## config.mk

```make
export PLATFORM = sky130hd
export DESIGN_NAME = fifo_rx_spram
export DESIGN_NICKNAME = d
export VERILOG_FILES = /design/src/rtl/fifo_rx_spram.sv
export SDC_FILE = /design/constraint.sdc
export NUM_CORES = 1
export LEC_CHECK = 0
export CORE_MARGIN = 2
export CORE_UTILIZATION = 25
export DETAILED_ROUTE_END_ITERATION = 8
export PLACE_DENSITY = 0.53
export SLEW_MARGIN = 15
export SYNTH_ARGS = -nofsm -noshare
export SYNTH_HDL_FRONTEND = slang
export SYNTH_SLANG_ARGS = --single-unit
```

## constraint.sdc

```tcl
create_clock -name clk_i -period 4.25 [get_ports clk_i]
set_input_delay 0.425 -clock clk_i [delete_from_list [all_inputs] [get_ports clk_i]]
set_output_delay 0.425 -clock clk_i [all_outputs]
set_load 0.01 [all_outputs]
```

## src/rtl/fifo_rx_spram.sv

```systemverilog
// Receive-side byte FIFO between the UART receiver and the CPU CSR port.
// A head register sits in front of a (Depth-1)-entry RAM so pops never see a bubble.
module fifo_rx_spram #(
   parameter int          Depth         = 16,
   parameter logic [11:0] RxByteCsrAddr = 12'h0B1,
   parameter logic [11:0] RxStatCsrAddr = 12'h0B2
) (
   input  logic                    clk_i,
   input  logic                    reset_i,
   input  logic                    rx_valid_i,
   input  logic [7:0]              rx_data_i,
   input  logic                    csr_enable,
   input  logic [11:0]             csr_addr,
   input  logic                    csr_write,
   input  logic [31:0]             rs1_data,
   output logic [31:0]             csr_data_out,
   output logic                    have_data,
   output logic [$clog2(Depth):0]  count,
   output logic                    irq
);

   localparam int PW    = $clog2(Depth);
   localparam int CW    = PW + 1;
   localparam int RAM_N = Depth - 1;

   logic [7:0]    r_mem [RAM_N];
   logic [PW-1:0] r_rd_ptr;
   logic [PW-1:0] r_wr_ptr;
   logic [CW-1:0] r_count;
   logic [7:0]    r_head;
   logic          r_head_valid;
   logic          r_overrun;
   logic          r_irq_en;
   logic [7:0]    r_threshold;

   logic          w_sel_byte;
   logic          w_sel_stat;
   logic          w_stat_wr;
   logic          w_pop;
   logic          w_full;
   logic          w_push;
   logic          w_drop;
   logic          w_ram_has;
   logic          w_ram_rd;
   logic          w_ram_wr;
   logic          w_head_load_rx;
   logic [7:0]    w_thr_eff;
   logic          w_unused_bits;

   function automatic logic [PW-1:0] ptr_inc(input logic [PW-1:0] p);
      return (p == PW'(RAM_N - 1)) ? '0 : p + PW'(1);
   endfunction

   assign w_sel_byte = csr_enable & (csr_addr == RxByteCsrAddr);
   assign w_sel_stat = csr_enable & (csr_addr == RxStatCsrAddr);
   assign w_stat_wr  = w_sel_stat & csr_write;
   assign w_pop      = w_sel_byte & ~csr_write & r_head_valid;
   assign w_full     = (r_count == CW'(Depth));
   assign w_push     = rx_valid_i & (~w_full | w_pop);
   assign w_drop     = rx_valid_i & w_full & ~w_pop;
   assign w_ram_has  = (r_count > CW'(1));
   assign w_ram_rd   = w_pop & w_ram_has;

   // A push lands in the head directly when the head is empty or is being
   // drained with nothing behind it; this also covers read-during-write.
   assign w_ram_wr       = w_push & r_head_valid & ~(w_pop & ~w_ram_has);
   assign w_head_load_rx = w_push & ~w_ram_wr;

   assign w_unused_bits = ^{rs1_data[31:24], rs1_data[15:4], rs1_data[1:0]};

   always_ff @(posedge clk_i) begin
      if (w_ram_wr) begin
         r_mem[r_wr_ptr] <= rx_data_i;
      end
   end

   always_ff @(posedge clk_i or negedge reset_i) begin
      if (!reset_i) begin
         r_rd_ptr     <= '0;
         r_wr_ptr     <= '0;
         r_count      <= '0;
         r_head       <= '0;
         r_head_valid <= 1'b0;
      end else begin
         if (w_ram_rd) begin
            r_head       <= r_mem[r_rd_ptr];
            r_head_valid <= 1'b1;
            r_rd_ptr     <= ptr_inc(r_rd_ptr);
         end else if (w_head_load_rx) begin
            r_head       <= rx_data_i;
            r_head_valid <= 1'b1;
         end else if (w_pop) begin
            r_head_valid <= 1'b0;
         end
         if (w_ram_wr) begin
            r_wr_ptr <= ptr_inc(r_wr_ptr);
         end
         case ({w_push, w_pop})
            2'b10:   r_count <= r_count + CW'(1);
            2'b01:   r_count <= r_count - CW'(1);
            default: r_count <= r_count;
         endcase
      end
   end

   // Overrun set has priority over a same-cycle W1C clear.
   always_ff @(posedge clk_i or negedge reset_i) begin
      if (!reset_i) begin
         r_overrun   <= 1'b0;
         r_irq_en    <= 1'b0;
         r_threshold <= 8'd1;
      end else begin
         if (w_drop) begin
            r_overrun <= 1'b1;
         end else if (w_stat_wr && rs1_data[2]) begin
            r_overrun <= 1'b0;
         end
         if (w_stat_wr) begin
            r_irq_en    <= rs1_data[3];
            r_threshold <= rs1_data[23:16];
         end
      end
   end

   assign w_thr_eff = (r_threshold == 8'd0) ? 8'd1 : r_threshold;
   assign irq       = r_irq_en & (9'(r_count) >= {1'b0, w_thr_eff});
   assign have_data = r_head_valid;
   assign count     = r_count;

   always_comb begin
      csr_data_out = 32'h0;
      if (w_sel_byte && r_head_valid) begin
         csr_data_out = {1'b1, 23'h0, r_head};
      end else if (w_sel_stat) begin
         csr_data_out = {8'h0, r_threshold, 8'(r_count), 4'h0,
                         r_irq_en, r_overrun, w_full, r_head_valid};
      end
   end

endmodule

```

==> results of run 1 <==
-- routing by layer --
metal	up-vias	global-route usage, %	share of wire [%]
met2	72	18.8	50
met4	0	3.26	1.1
met1	1988	14.0	45
met5	-	0	0
met3	12	2.92	4.3
li1	1860	-	-
-- cell families (layout without fill, tap and decap cells) --
family / after synthesis / after routing
other: 1 / 10
muxes: 73 / 73
and+or+nand+nor: 119 / 119
buffers and inverters: 41 / 122
AOI/OAI and AO/OA: 50 / 50
adders and majority gates: 9 / 9
DFF: 152 / 152
xor gates and xnor gates: 4 / 4
-- layout make-up --
cell class | count | area share, %
multi-input cells | 265 | 26.4
repair buffers | 84 | 9.34
clock buffers | 17 | 5.04
flip-flops and latches | 152 | 52.2
well taps | 341 | 5.06
clock inverters | 15 | 1.69
inverters | 6 | 0.267
-- through the flow --
stage               setup WS [ns]  cells  area (um^2)  hold slack, ns
global route                0.935    880         8440           0.454
CTS                          1.01    880         8440           0.434
global placement            0.814    848         7870           0.480
floorplan                   0.957    458         6830           0.129
detailed placement          0.799    848         7870           0.482
finish                       1.02    880         8440           0.407
-- sequential cells by signal, indices dropped and copies added (netlist names) --
register and flops:
r_wr_ptr 4, r_rd_ptr 4, r_head 8, r_mem 120, r_overrun 1, have_data 1
r_irq_en 1, r_threshold 8, count 5
-- placed cells by master, fill, tap and decap left out, types with 2 or more instances in the layout --
| master | netlist | final |
|---|---|---|
| buf_4 | 10 | 21 |
| nor2b_1 | 5 | 5 |
| nor3_1 | 7 | 7 |
| and2_1 | 19 | 19 |
| inv_6 | 0 | 4 |
| clkdlybuf4s50_1 | 0 | 63 |
| nand4_1 | 6 | 6 |
| a22oi_1 | 4 | 4 |
| clkinv_1 | 0 | 3 |
| clkinv_4 | 0 | 5 |
| mux2i_1 | 38 | 38 |
| o21ai_0 | 14 | 14 |
| nand3b_1 | 2 | 2 |
| inv_8 | 0 | 2 |
| nand4b_1 | 2 | 2 |
| edfxtp_1 | 120 | 120 |
| a221oi_1 | 3 | 3 |
| conb_1 | 1 | 10 |
| clkbuf_16 | 0 | 17 |
| nor2_1 | 26 | 26 |
| a22o_1 | 4 | 4 |
| nor4_2 | 3 | 3 |
| ha_1 | 9 | 9 |
| mux4_2 | 20 | 20 |
| dfrtp_1 | 31 | 30 |
| a21oi_1 | 6 | 6 |
| a31oi_1 | 5 | 5 |
| xor2_1 | 3 | 3 |
| inv_1 | 6 | 6 |
| mux2_2 | 14 | 14 |
| nand3_1 | 9 | 9 |
| or4_1 | 2 | 2 |
| o211ai_1 | 2 | 2 |
| nand2b_1 | 9 | 9 |
| nand2_1 | 19 | 19 |
| o2bb2ai_1 | 2 | 2 |
-- path summary, 6_finish.rpt --
check / from / to / cells after the start / slack (ns)
worst max-delay path: csr_addr[9] / csr_data_out[2] / 6 / 1.02
worst min-delay path: reset_i / have_data$_DFFE_PN0P_ / 2 / 0.41
worst max register to register: have_data$_DFFE_PN0P_ / r_mem[12][6]$_DFFE_PP_ / 6 / 1.30
worst min register to register: r_overrun$_DFFE_PN0P_ / r_overrun$_DFFE_PN0P_ / 1 / 0.49
max in group asynchronous: reset_i / r_threshold[0]$_DFFE_PN1P_ / 2 / 3.49
min in group clk_i: r_overrun$_DFFE_PN0P_ / r_overrun$_DFFE_PN0P_ / 1 / 0.49
-- worst reg2reg max path: stages, from the launching register on --
cell and delay [ns]:
dfrtp_1 0.56, or4bb_1 0.53, or4_1 0.58, a21boi_4 0.28
nand4_1 0.28, nor2_1 0.19, buf_4 0.22
-- power groups by stage --
| stage | Sequential, mW | Combinational (mW) | Clock (mW) |
|---|---|---|---|
| after floorplan | 1.88 | 0.372 | 0 |
| after global placement | 1.93 | 0.550 | 0 |
| after detailed placement | 1.94 | 0.566 | 0 |
| after CTS | 1.91 | 0.571 | 1.48 |
| after global routing | 1.93 | 0.625 | 1.55 |
| final | 1.92 | 0.560 | 1.45 |
==> results.cfg, run 1 <==
[clock_tree]
clk_pin_slew_ns = 0.06
cts_resized = 0
htreeDepth = 4
cts_num_sinks = 152
post-cts-setup-buffers = 0
clock_latency_ns = 0.42
cts_tree = yes
ctsHoldBuffers = 0
root_buffer = clkbuf_16
clockBufferDepth = 2
cts_buffers = 17

[sta]
setup_viol = 0
slew_headroom_pct = 32.6
clock_skew_ns = 0.00992
min_period_ns = 3.23
slew_viol_final = 0
rsz0062_at_grt = false
tightest_slew_ns = 1.00
tns_ns = 0
fmaxAchievable_mhz = 310
hold_violations = 0
period_share_pct = 76.0

[drt]
viasPerCell = 4.47
drtPass1Iterations = 4
via_count = 3932
drt_iter0_drc = 224
wire_per_inst_um = 17.4
drtAntennaViolNets = 0
wl_mm = 15.3
drc = 0

[final_layout]
syn_to_final_growth_pct = 24.1
regArea_mm2 = 0.00441
antennaDiodeCount = 0
fill_cells = 2565
multi_input_area_mm2 = 0.00222
drive_gt1_share_pct = 18.2
utilization_pct = 31.5
nets = 592

[synthesis]
synthAdderAreaFrac_pct = 1.66
synth_edf_count = 120
synthSimpleGateAreaFrac_pct = 10.0
avgSynthCellArea_um2 = 15.1
synth_cells = 449
yosys-top-cells-area = edfxtp_1, dfrtp_1, mux4_2, mux2i_1, mux2_2
synthTopCellsByCount = edfxtp_1, mux2i_1, dfrtp_1, nor2_1, mux4_2
yosysWarnings = 0
synth_most_common_cell = edfxtp_1
synth_xor_area_share_pct = 0.515
synth_area_mm2 = 0.00680
async_flop_share_pct = 21.1
synth_largest_area_cell = edfxtp_1
synth_compound_area_share_pct = 5.17
ys_types = 56
synthMuxAreaShare_pct = 14.8
yosysSeqAreaShare_pct = 64.8
ys.flop_type = edfxtp_1
synth_top_area_share_pct = 53.0
synth_top_family_by_area = multiplexers
synth_seq_cells = 152

[power_and_ir_drop]
p_switching_mw = 1.07
p_int_mw = 2.85
combPwrFrac_pct = 14.3
p_leak_nw = 2.89
p_clk_share_pct = 36.9
pwr-share-seq_pct = 48.8
ir_drop_uv = 268
p_sw_share_pct = 27.4
p_per_area_mw_per_mm2 = 465
total_power_mw = 3.92

[setup_path]
crit_path_start_kind = primary input
critPathMaxFanout = 8
critPathKind = in2out
crit_buf_inv = 3
cpPeakStageDelay_ns = 0.67
crit_path_cell_trace = clkdlybuf4s50_1, or4_1, nor4_2, buf_4, a22o_1, clkdlybuf4s50_1
timing.critical_path.mode_cell = clkdlybuf4s50_1
cp-end-kind = output port
cp.arrival_ns = 2.81
cp_slowest_cell = or4_1
cp.required_ns = 3.83
path_delay_family = buffers and inverters

[global_routing]
grt_first_pass_wirelength_mm = 23.7
grt_max_degree = 39
antenna_found_initial = 0
globalRoute.totalOverflow = 0
first_global_vias = 4159
track_usage_pct = 11.1

[die]
dieHeight_um = 169
core_mm2 = 0.0268
dieArea_mm2 = 0.0285
dieWidth_um = 169
io_pins = 96
start_util_pct = 25.4
placementRows = 60

[flow_run]
maxCapViolations = 0

[run_status]
status = complete, no violations

[place]
gp_congestion = 0.772
place_hpwl_mm = 10.3
portBuffers = 63

[worst_hold_path]
hold_class = in2async
Power figures use the tool's default switching activity.
==> inputs of run 2 (changes only) <==
- PLACE_DENSITY: 0.53 -> 0.54
- clock period: 4.25 -> 2.8 ns (I/O delays scaled with it)
==> run 2 against run 1 <==
Non-clock buffer count rose by 24. Core utilization grew 0.88 points. Register-to-register slack got worse by 0.98 ns. Power increased by 53%. Clock power up 53%.
==> results.cfg, run 2 (synthesized netlist as in run 1, its figures left out) <==
[run_status]
status = complete, no violations

[final_layout]
nets = 616
largest_register_ffs = 120
fill_cells = 2601
regMostFlops = r_mem
drive_gt1_share_pct = 22.4
final_common_cell = edfxtp_1
multi_input_area_mm2 = 0.00225
antennaDiodeCount = 0
top_regs = r_mem: 120 flops, r_head: 8 flops, r_threshold: 8 flops
fin_area_mm2 = 0.00867
syn_to_final_growth_pct = 27.6
mostFrequentLayoutCells = edfxtp_1, buf_4, clkdlybuf4s50_1, mux2i_1, dfrtp_1
utilization_pct = 32.4
regArea_mm2 = 0.00441

[flow_run]
maxCapViolations = 0

[power_and_ir_drop]
p_leak_nw = 3.16
p_per_area_mw_per_mm2 = 694
total_power_mw = 6.02
ir_drop_uv = 348

[drt]
drtPass1Iterations = 4
drtAntennaViolNets = 0
drt_iter0_drc = 230
via_count = 4071
routed-wl-met2_mm = 7.88
met3_length_um = 757
wire_per_inst_um = 17.5
drc = 0
wl_mm = 15.9
viasPerCell = 4.50
met1_length_mm = 7.01
highest_layer = met4

[global_routing]
antenna_found_initial = 0
grt_first_pass_wirelength_mm = 24.6
first_global_vias = 4282
globalRoute.totalOverflow = 0
track_usage_pct = 11.6
grt_max_degree = 33

[setup_path]
rr_worst_depth = 6
crit_path_cell_trace = clkdlybuf4s50_1, or4_1, buf_4, nor4_2, buf_4, buf_4, a22o_1, clkdlybuf4s15_1
cp-end-kind = output port
r2r_start = have_data$_DFFE_PN0P_
cp_slowest_cell = or4_1
critPathKind = in2out
endpoint = csr_data_out[0]
cp.required_ns = 2.52
critPathMaxFanout = 6
cp.arrival_ns = 2.42
crit_path_start_kind = primary input
cpPeakStageDelay_ns = 0.54
timing.critical_path.mode_cell = buf_4
crit_buf_inv = 5
cp-startpoint = csr_addr[9]
path_delay_family = buffers and inverters
cp.depth = 8
reg2reg_to = r_mem[8][7]$_DFFE_PP_
regToRegSetupSlack_ns = 0.32

[sta]
period_share_pct = 96.6
slew_headroom_pct = 32.7
rsz0062_at_grt = false
slew_viol_final = 0
fmaxAchievable_mhz = 370
hold_violations = 0
tightest_slew_ns = 1.01
clock_skew_ns = 0.00820
min_period_ns = 2.70
layout_setup_ws_ns = 0.0958
setup_viol = 0

[clock_tree]
root_buffer = clkbuf_16
clockBufferDepth = 2
cts_num_sinks = 152
clock_latency_ns = 0.42
htreeDepth = 4
clk_pin_slew_ns = 0.06
cts_buffers = 17
ctsHoldBuffers = 0
cts_tree = yes

[place]
gp_congestion = 0.785
place_hpwl_mm = 10.6
placed_area_mm2 = 0.00804
portBuffers = 63
post-place-ws_ns = -0.270

[die]
dieWidth_um = 169
dieArea_mm2 = 0.0285
core_mm2 = 0.0268
dieHeight_um = 169
start_util_pct = 25.4
io_pins = 96
placementRows = 60

[worst_hold_path]
hold_class = in2async
[run 2: changes by cell type in the layout (fill, tap and decap cells not counted), sizes merged]
cell | before | now
buf | 21 | 45
clkinvlp | 0 | 3
clkdlybuf4s15 | 0 | 1
clkinv | 8 | 6
clkbuf | 17 | 18
clkdlybuf4s50 | 63 | 41
bufinv | 1 | 2
dlymetal6s2s | 0 | 3
dlygate4sd2 | 0 | 18
inv | 12 | 9
[run 2: stage by stage]
step	cells	hold WS, ns	setup TNS [ns]
finish	904	0.257	0
floorplan	458	-0.0156	-4.85
detailed placement	865	0.486	-26.14
global route	904	0.288	0
CTS	904	0.266	0
global placement	865	0.482	-28.60
[run 2: report_power, final]
| group | internal, mW | switching, mW | total, mW | leakage, nW |
|---|---|---|---|---|
| clock network | 1.31 | 0.908 | 2.22 | 0.272 |
| logic | 0.409 | 0.460 | 0.869 | 1.40 |
| registers | 2.69 | 0.233 | 2.93 | 1.49 |
| total | 4.42 | 1.60 | 6.02 | 3.16 |
[run 2: worst min path at each step]
| stage | from | end | depth (start not counted) |
|---|---|---|---|
| detailed placement | r_overrun$_DFFE_PN0P_ | r_overrun$_DFFE_PN0P_ | 1 |
| floorplan | reset_i | count[0]$_DFFE_PN0P_ | 0 |
| CTS | reset_i | r_wr_ptr[1]$_DFFE_PN0P_ | 2 |
| global route | reset_i | have_data$_DFFE_PN0P_ | 2 |
| global placement | r_overrun$_DFFE_PN0P_ | r_overrun$_DFFE_PN0P_ | 1 |
| finish | reset_i | r_wr_ptr[3]$_DFFE_PN0P_ | 2 |
[run 2: layer usage]
metal / vias up / GRT usage (%)
met5: - / 0
met4: 0 / 4.31
met3: 13 / 2.78
met2: 91 / 19.2
met1: 2063 / 14.8
li1: 1904 / -
[run 2: area by class of cell]
| type | instances | share of cell area (%) |
|---|---|---|
| Inverter | 6 | 0.260 |
| Sequential cell | 152 | 50.8 |
| Multi-Input combinational cell | 265 | 26.0 |
| Clock inverter | 14 | 1.70 |
| Timing Repair Buffer | 108 | 11.4 |
| Tap cell | 341 | 4.92 |
| Clock buffer | 18 | 4.95 |
[run 2: timing repair]
item / in CTS / in global routing
resized for setup: 27 / 5
setup buffers: 5 / 0
gates cloned: 2 / 0
setup endpoints to repair: 22 / 5
pin swaps: 2 / 1
